**src/rtl/toggle_mon_pkg.sv**
```systemverilog
// toggle_mon_pkg: shared state type and default parameters for the toggle period monitor.
package toggle_mon_pkg;
    typedef enum logic [1:0] {SEEK, HIGH, LOW} tm_state_t;
    localparam int DEF_CNT_W       = 16;
    localparam int DEF_SYNC_STAGES = 2;
    localparam int DEF_TIMEOUT     = 1000;
endpackage

```
**src/rtl/toggle_period_monitor_bit_sync.sv**
```systemverilog
// bit_sync: multi-flop synchronizer for a single asynchronous bit, cleared to 0.
module bit_sync #(
    parameter int STAGES = 2
) (
    input  logic clk,
    input  logic clr,
    input  logic d,
    output logic q
);
    logic [STAGES-1:0] r_sh;
    always_ff @(posedge clk)
        r_sh <= clr ? '0 : {r_sh[STAGES-2:0], d};
    assign q = r_sh[STAGES-1];
endmodule

```
**src/rtl/toggle_period_monitor.sv**
```systemverilog
// toggle_period_monitor: measures high/low run lengths of a toggling input and reports each period over valid/ready.
module toggle_period_monitor
    import toggle_mon_pkg::*;
#(
    parameter int CNT_W       = DEF_CNT_W,
    parameter int SYNC_STAGES = DEF_SYNC_STAGES,
    parameter int TIMEOUT     = DEF_TIMEOUT
) (
    input  logic             clk,
    input  logic             clr,
    input  logic             tog_in,
    output logic             meas_valid,
    input  logic             meas_ready,
    output logic [CNT_W-1:0] meas_high,
    output logic [CNT_W-1:0] meas_low,
    output logic             meas_drop,
    output logic             stall
);
    localparam int SW = $clog2(SYNC_STAGES + 1);
    tm_state_t        r_state, w_state_nx;
    logic [CNT_W-1:0] r_run, w_run_nx, r_hi_lat, w_hi_nx, r_high, r_low;
    logic [SW-1:0]    r_settle;
    logic w_lvl, r_lvl_d, w_rise, w_fall, w_tmo, w_done, w_load, w_settled;
    logic r_armed, w_armed_nx, r_stall, w_stall_nx, r_valid, r_drop;

    bit_sync #(.STAGES(SYNC_STAGES)) u_sync (.clk(clk), .clr(clr), .d(tog_in), .q(w_lvl));

    assign w_rise    = w_lvl & ~r_lvl_d;
    assign w_fall    = ~w_lvl & r_lvl_d;
    // lvl only reflects tog_in once the cleared synchronizer has flushed; arming
    // before then would count a high level that was already present at reset.
    assign w_settled = r_settle == SW'(SYNC_STAGES);
    assign w_tmo     = r_run == CNT_W'(TIMEOUT);
    assign w_done    = r_state == LOW && w_rise;
    assign w_load    = w_done && (!r_valid || meas_ready);

    always_ff @(posedge clk) begin
        if (clr) begin
            r_state  <= SEEK;
            r_run    <= '0;
            r_hi_lat <= '0;
            r_settle <= '0;
            r_lvl_d  <= 1'b0;
            r_armed  <= 1'b0;
            r_stall  <= 1'b0;
            r_valid  <= 1'b0;
            r_drop   <= 1'b0;
            r_high   <= '0;
            r_low    <= '0;
        end else begin
            r_state  <= w_state_nx;
            r_run    <= w_run_nx;
            r_hi_lat <= w_hi_nx;
            r_settle <= w_settled ? r_settle : r_settle + SW'(1);
            r_lvl_d  <= w_lvl;
            r_armed  <= w_armed_nx;
            r_stall  <= w_stall_nx;
            r_valid  <= w_load | (r_valid & ~meas_ready);
            r_drop   <= w_done & r_valid & ~meas_ready;
            if (w_load) begin
                r_high <= r_hi_lat;
                r_low  <= r_run;
            end
        end
    end

    always_comb begin
        w_state_nx = r_state;
        w_run_nx   = r_run;
        w_hi_nx    = r_hi_lat;
        w_stall_nx = r_stall;
        w_armed_nx = r_armed | (~w_lvl & w_settled);
        case (r_state)
            SEEK: if (w_rise && r_armed) begin
                w_state_nx = HIGH;
                w_run_nx   = CNT_W'(1);
                w_stall_nx = 1'b0;
            end
            HIGH: if (w_fall) begin
                w_hi_nx    = r_run;
                w_run_nx   = CNT_W'(1);
                w_state_nx = LOW;
            end else if (w_tmo) begin
                w_state_nx = SEEK;
                w_stall_nx = 1'b1;
                w_armed_nx = 1'b0;
            end else if (w_lvl) w_run_nx = r_run + CNT_W'(1);
            LOW: if (w_rise) begin
                w_run_nx   = CNT_W'(1);
                w_state_nx = HIGH;
            end else if (w_tmo) begin
                w_state_nx = SEEK;
                w_stall_nx = 1'b1;
                w_armed_nx = 1'b0;
            end else if (!w_lvl) w_run_nx = r_run + CNT_W'(1);
            default: w_state_nx = SEEK;
        endcase
    end

    assign meas_valid = r_valid;
    assign meas_high  = r_high;
    assign meas_low   = r_low;
    assign meas_drop  = r_drop;
    assign stall      = r_stall;
endmodule

```
**config.mk**
```make
export PLATFORM = sky130hd
export DESIGN_NAME = toggle_period_monitor
export DESIGN_NICKNAME = d
export VERILOG_FILES = /design/src/rtl/toggle_mon_pkg.sv /design/src/rtl/toggle_period_monitor_bit_sync.sv /design/src/rtl/toggle_period_monitor.sv
export SDC_FILE = /design/constraint.sdc
export NUM_CORES = 1
export LEC_CHECK = 0
export CAP_MARGIN = 20
export CORE_ASPECT_RATIO = 0.6
export CORE_MARGIN = 4
export CORE_UTILIZATION = 56
export CTS_CLUSTER_SIZE = 8
export DETAILED_ROUTE_END_ITERATION = 6
export DONT_BUFFER_PORTS = 1
export PLACE_DENSITY = 0.83
export SYNTH_ARGS = -nofsm -noshare
export SYNTH_HDL_FRONTEND = slang
export SYNTH_SLANG_ARGS = --single-unit
```
**constraint.sdc**
```tcl
create_clock -name clk -period 2.1 [get_ports clk]
set_input_delay 0.42 -clock clk [delete_from_list [all_inputs] [get_ports clk]]
set_output_delay 0.42 -clock clk [all_outputs]
set_load 0.02 [all_outputs]
```
[Word-level counts from Yosys, hierarchy flattened]
Cells that the tools add are included.
Storage, ports and cells
  register bits after elaboration: 75
  input port bits: 4
  output and inout port bits: 35
  word-level logic and storage cells: 68
Cells by class
  add/sub/neg operators: 2
  equality and inequality tests: 11
  multiplexer cells: 22
  bitwise operators: 11
  reductions and logical operators: 10
Operator list (number)
  16-bit 2-to-1 mux: 7
  16-bit one-hot mux with 3 select lines: 1
  16-bit by 1-bit adder with 16-bit output (second input constant): 1
  16-bit by 10-bit equality test with 1-bit output (second input constant): 1
  3-bit != test (second input constant): 3
  2-bit 2-to-1 mux: 4
  1-bit 2-to-1 mux: 7
  1-bit AND: 6
  2-bit != test (second input constant): 3
  2-bit one-hot mux with 3 select lines: 1
  6-bit AND reduction: 1
  2-bit equality test (second input constant): 2
  4-bit AND reduction: 1
  1-bit logical AND: 3
  3-bit by 2-bit != test with 1-bit output (second input constant): 1
  1-bit inverter: 3
  1-bit one-hot mux with 3 select lines: 1
  3-bit nonzero test: 1
  2-bit by 1-bit adder with 2-bit output (second input constant): 1
  2-bit by 1-bit equality test with 1-bit output (second input constant): 1
  2-bit zero test: 1
  1-bit bitwise OR: 2
  1-bit one-hot mux with 2 select lines: 1
  2-bit AND reduction: 1
  2 further kinds: 2

[Logic depth before layout (Yosys ltp)]
Gate-level depths: netlist of run 1.
  depth in word-level cells: 6
  depth in mapped cells: 10
  mapped depth without buffers: 7

[By module]
A second synthesis of run 1 with hierarchy kept.
Unflattened totals
  cells, all modules: 413
  area total of the unflattened synthesis: 3255.6 um^2
By module, submodules not included
  toggle_period_monitor: times used 1, cells an instance 409, area each 3203.1 um^2, sequential area each 1461.4 um^2
  bit_sync: times used 1, cells an instance 4, area each 52.6 um^2, sequential area each 40.0 um^2

[Worst setup path before layout of run 1]
Ideal clock, no wire load.
  path kind: reg-to-reg
  start: reg r_run[0]
  end: reg r_run[0]
  setup time: 0.088 ns
  data arrival time: 2.026 ns
  data required time: 2.012 ns
  slack: -0.014 ns
  cell stages (with the launch flop): 10
  path buffers: 2
  clock period less this slack: 2.114 ns
  cells stage by stage: dfxtp_1 -> inv_1 -> ha_1 -> or4b_4 -> nor4_4 -> a21o_1 -> buf_6 -> buf_12 -> a21oi_2 -> a311oi_2
On the way
  longest elaborated chain between the ends: 5
  elaborated cells between the ends (all ways): 12
  classes of those cells: 1 x add/sub; 3 x eq/ne; 7 x mux; 1 x reduce/logical
Ends and longest elaborated chain
  from (decl): line toggle_period_monitor.sv:21  | logic [CNT_W-1:0] r_run, w_run_nx, r_hi_lat, w_hi_nx, r_high, r_low;
  from (signal assigned): line toggle_period_monitor.sv:52  | r_run <= w_run_nx;
  16-bit by 1-bit adder with 16-bit output: line toggle_period_monitor.sv:87, toggle_period_monitor.sv:95
  16-bit 2-to-1 mux, on equally long branches: line toggle_period_monitor.sv:95, toggle_period_monitor.sv:87
  16-bit 2-to-1 mux, on equally long branches: line toggle_period_monitor.sv:91, toggle_period_monitor.sv:83
  16-bit 2-to-1 mux, on equally long branches: line toggle_period_monitor.sv:88, toggle_period_monitor.sv:79
  16-bit one-hot mux with 3 select lines: line toggle_period_monitor.sv:73  | case (r_state)
Several ways; a longest one is shown, not always the timed one. The select of a mux whose other input is x is not followed.
A chain may end at the register's enable or synchronous reset.

[Worst setup path after layout of run 1]
  start: reg r_run[9]
  end: reg r_run[15]
Same word-level chain as after synthesis.

==> results.sh, run 1 <==
export IMPL_outcome="complete, no violations"
export IMPL_nFillCells=449
export IMPL_synthSimpleGateAreaFrac_pct=22.7
export IMPL_synth_top_cell_by_area="dfxtp_1"
export IMPL_placed_area_mm2=0.00349
export IMPL_synth_top_area_share_pct=44.7
export IMPL_core_mm2=0.00570
export IMPL_drv_slew=0
export IMPL_nNetsFinal=428
export IMPL_vias_per_cell=5.88
export IMPL_reg2reg_to="r_run[15]$_SDFFE_PP0P_"
export IMPL_synth_nets=413
export IMPL_hold_depth=1
export IMPL_ant_nets=0
export IMPL_period_needed_ns=2.04
export IMPL_hold_end="r_hi_lat[13]$_SDFFE_PP0P_"
export IMPL_die_area_mm2=0.00734
export IMPL_clk_path_buf_depth=2
export IMPL_hp_class="primary input to register"
export IMPL_drt_iter0_markers=254
export IMPL_io_buffers=0
export IMPL_fp_dieW_um=108
export IMPL_grt_pass1_vias=2808
export IMPL_synth_cell_type_count=51
export IMPL_antenna_cells=0
export IMPL_fmax_mhz=491
export IMPL_critPathRequiredTime_ns=2.37
export IMPL_syn_area_mm2=0.00336
export IMPL_synth_fa_ha_area_share_pct=2.61
export IMPL_postSynthAreaPerCell_um2=8.36
export IMPL_cts_tree="done"
export IMPL_grt_overflow=0
export IMPL_row_count=21
export IMPL_synth_area_leaders="dfxtp_1, nand2_1, a21oi_1, a22oi_1, o32ai_2"
export IMPL_seq_area_mm2=0.00151
export IMPL_drv_cap=0
export IMPL_crit_arrival_ns=2.30
export IMPL_vias=2952
export IMPL_r2r_start="r_run[9]$_SDFFE_PP0P_"
export IMPL_timing_reg2reg_setup_slack_ns=0.06
export IMPL_io_pins=39
export IMPL_place_congestion=0.972
export IMPL_synthesis_instances=402
export IMPL_cts_sinks=75
export IMPL_drc_errors=0
export IMPL_tightest_slew_ns=0.411
export IMPL_dieHeight_um=68.0
export IMPL_ys_seq_area_share_pct=44.7
export IMPL_fin_area_mm2=0.00378
export IMPL_min_from="clr"
export IMPL_multi_input_area_mm2=0.00163
export IMPL_synth_seq_cells=75
export IMPL_grt_max_degree=89
export IMPL_insertion_delay_ns=0.36
export IMPL_finalHoldViolCount=0
export IMPL_cts_root_buf="clkbuf_8"
export IMPL_reg2reg_depth=6
export IMPL_crit_path_end_kind="register"
export IMPL_setup_violations=0
export IMPL_synth_top_family_by_area="simple AND/OR/NAND/NOR gates"
export IMPL_power_density_mw_per_mm2=863
export IMPL_muxShareOfSynthArea_pct=0
export IMPL_hold_buffers=0
export IMPL_final_common_cell="nand2_1"
export IMPL_synth_edf_count=0
export IMPL_path_clk_slew_ns=0.08
export IMPL_syn_to_final_growth_pct=12.6
export IMPL_track_usage_pct=23.7
export IMPL_finalCritPeriodShare_pct=97.0
export IMPL_dp_hpwl_um=5620
export IMPL_ys_flop_type="dfxtp_1"
export IMPL_synth_compound_area_share_pct=21.4
export IMPL_yosys_warnings=0
export IMPL_ir_drop_uv=381
export IMPL_layout_common_cells="nand2_1, dfxtp_1, a21oi_1"
export IMPL_drive_gt1_share_pct=19.4
export IMPL_fin_skew_ns=0.00759
export IMPL_p_total_mw=3.26
export IMPL_slew_headroom_pct=72.4
export IMPL_path_class="register to register"
export IMPL_start_util_pct=58.9
export IMPL_p_leak_nw=1.25
export IMPL_antenna_found_initial=0
export IMPL_htreeDepth=3
export IMPL_wl_per_cell_um=16.6
export IMPL_cp_start_kind="register"
export IMPL_rsz0062_at_grt="yes"
export IMPL_async_flop_share_pct=0
export IMPL_drt_wl_total_um=8330
export IMPL_drt_pass1_iter_count=5
export IMPL_cts_buffers=9
export IMPL_grt_pass1_wl_um=13200
export IMPL_critPathMaxFanout=8
export IMPL_synth_xor_area_share_pct=0.261
sequential cells by signal (all words and copies together) (netlist names):
signal and cells:
meas_high 16, r_armed 1, meas_low 16, u_sync.r_sh 2, r_state 2, meas_drop 1
r_lvl_d 1, r_hi_lat 16, meas_valid 1, r_settle 2, stall 1, r_run 16
final cells by class:
class / count / share of cell area (%)
tap: 80 / 2.65
multi-input combinational: 275 / 43.0
clock buffer: 9 / 3.28
sequential: 75 / 39.9
inverter: 24 / 2.38
timing repair buffer: 32 / 7.21
clock inverter: 7 / 1.59
synthesized netlist by cell type, drive strengths merged, types with 7 or more instances:
cell,n
clkbuf,22
o32ai,14
nand3,8
nor2,12
inv,24
ha,7
nor3,7
nand2,105
or3,13
dfxtp,75
a22oi,14
a21oi,59
routing by layer:
layer | up-vias | GRT usage (%) | wire length, µm
met4 | 0 | 11.0 | 177
met1 | 1371 | 31.1 | 3570
met2 | 149 | 35.3 | 3580
met3 | 17 | 8.20 | 1000
met5 | - | 0 | 0
li1 | 1415 | - | -
critical path: stages (launching register included):
cell	delay (ns)
dfxtp_2	0.34
or4bb_4	0.54
nor4_4	0.33
a21o_1	0.22
buf_6	0.17
a22oi_2	0.09
o32ai_2	0.26
repair_timing:
action                                 in CTS  in global routing
endpoints found under the hold margin       0                  0
setup endpoints to repair                  14                 17
buffers inserted                            2                  3
pin swaps                                   0                  3
resized for setup                           1                 18
how the worst max path moves through the flow:
stage                       startpoint  slack [ns]                      to  depth (start not counted)
2_1_floorplan  r_state[0]$_SDFFE_PP0N_        0.04  r_run[13]$_SDFFE_PP0P_                          8
3_3_place_gp   r_state[0]$_SDFFE_PP0N_        0.05  r_run[13]$_SDFFE_PP0P_                          7
3_5_place_dp   r_state[1]$_SDFFE_PP0N_       -0.05  r_run[13]$_SDFFE_PP0P_                          7
4_1_cts        r_state[1]$_SDFFE_PP0N_        0.01  r_run[13]$_SDFFE_PP0P_                          7
6_report         r_run[9]$_SDFFE_PP0P_        0.06  r_run[15]$_SDFFE_PP0P_                          6
5_1_grt          r_run[9]$_SDFFE_PP0P_       -0.06   r_run[9]$_SDFFE_PP0P_                          6
power by group:
group | internal (mW) | switching [mW]
Sequential | 1.47 | 0.0316
Combinational | 0.333 | 0.390
Clock | 0.446 | 0.593
kinds of logic after synthesis:
group / count (synthesis)
buf+inv: 52
fa+ha+maj: 7
flops: 75
xor+xnor: 1
compound gates: 103
simple gates: 164
stage by stage:
stage / util, % / setup TNS (ns) / hold WS [ns] / instances / setup WS [ns]
after global placement: 61.2 / 0 / 0.419 / 480 / 0.0482
after detailed placement: 61.2 / -0.0479 / 0.428 / 480 / -0.0479
after global routing: 66.3 / -0.113 / 0.0997 / 502 / -0.0571
final: 66.3 / 0 / 0.126 / 502 / 0.0623
after CTS: 64.7 / 0 / 0.104 / 498 / 0.0149
after floorplan: - / 0 / 0.414 / 402 / 0.0380
Power figures use the tool's default switching activity.
==> inputs of run 2 (changes only) <==
HOLD_SLACK_MARGIN = 0.03   (was not set)
==> results of run 2 <==
No change in the layout: final DEF, timing and power equal those of run 1.
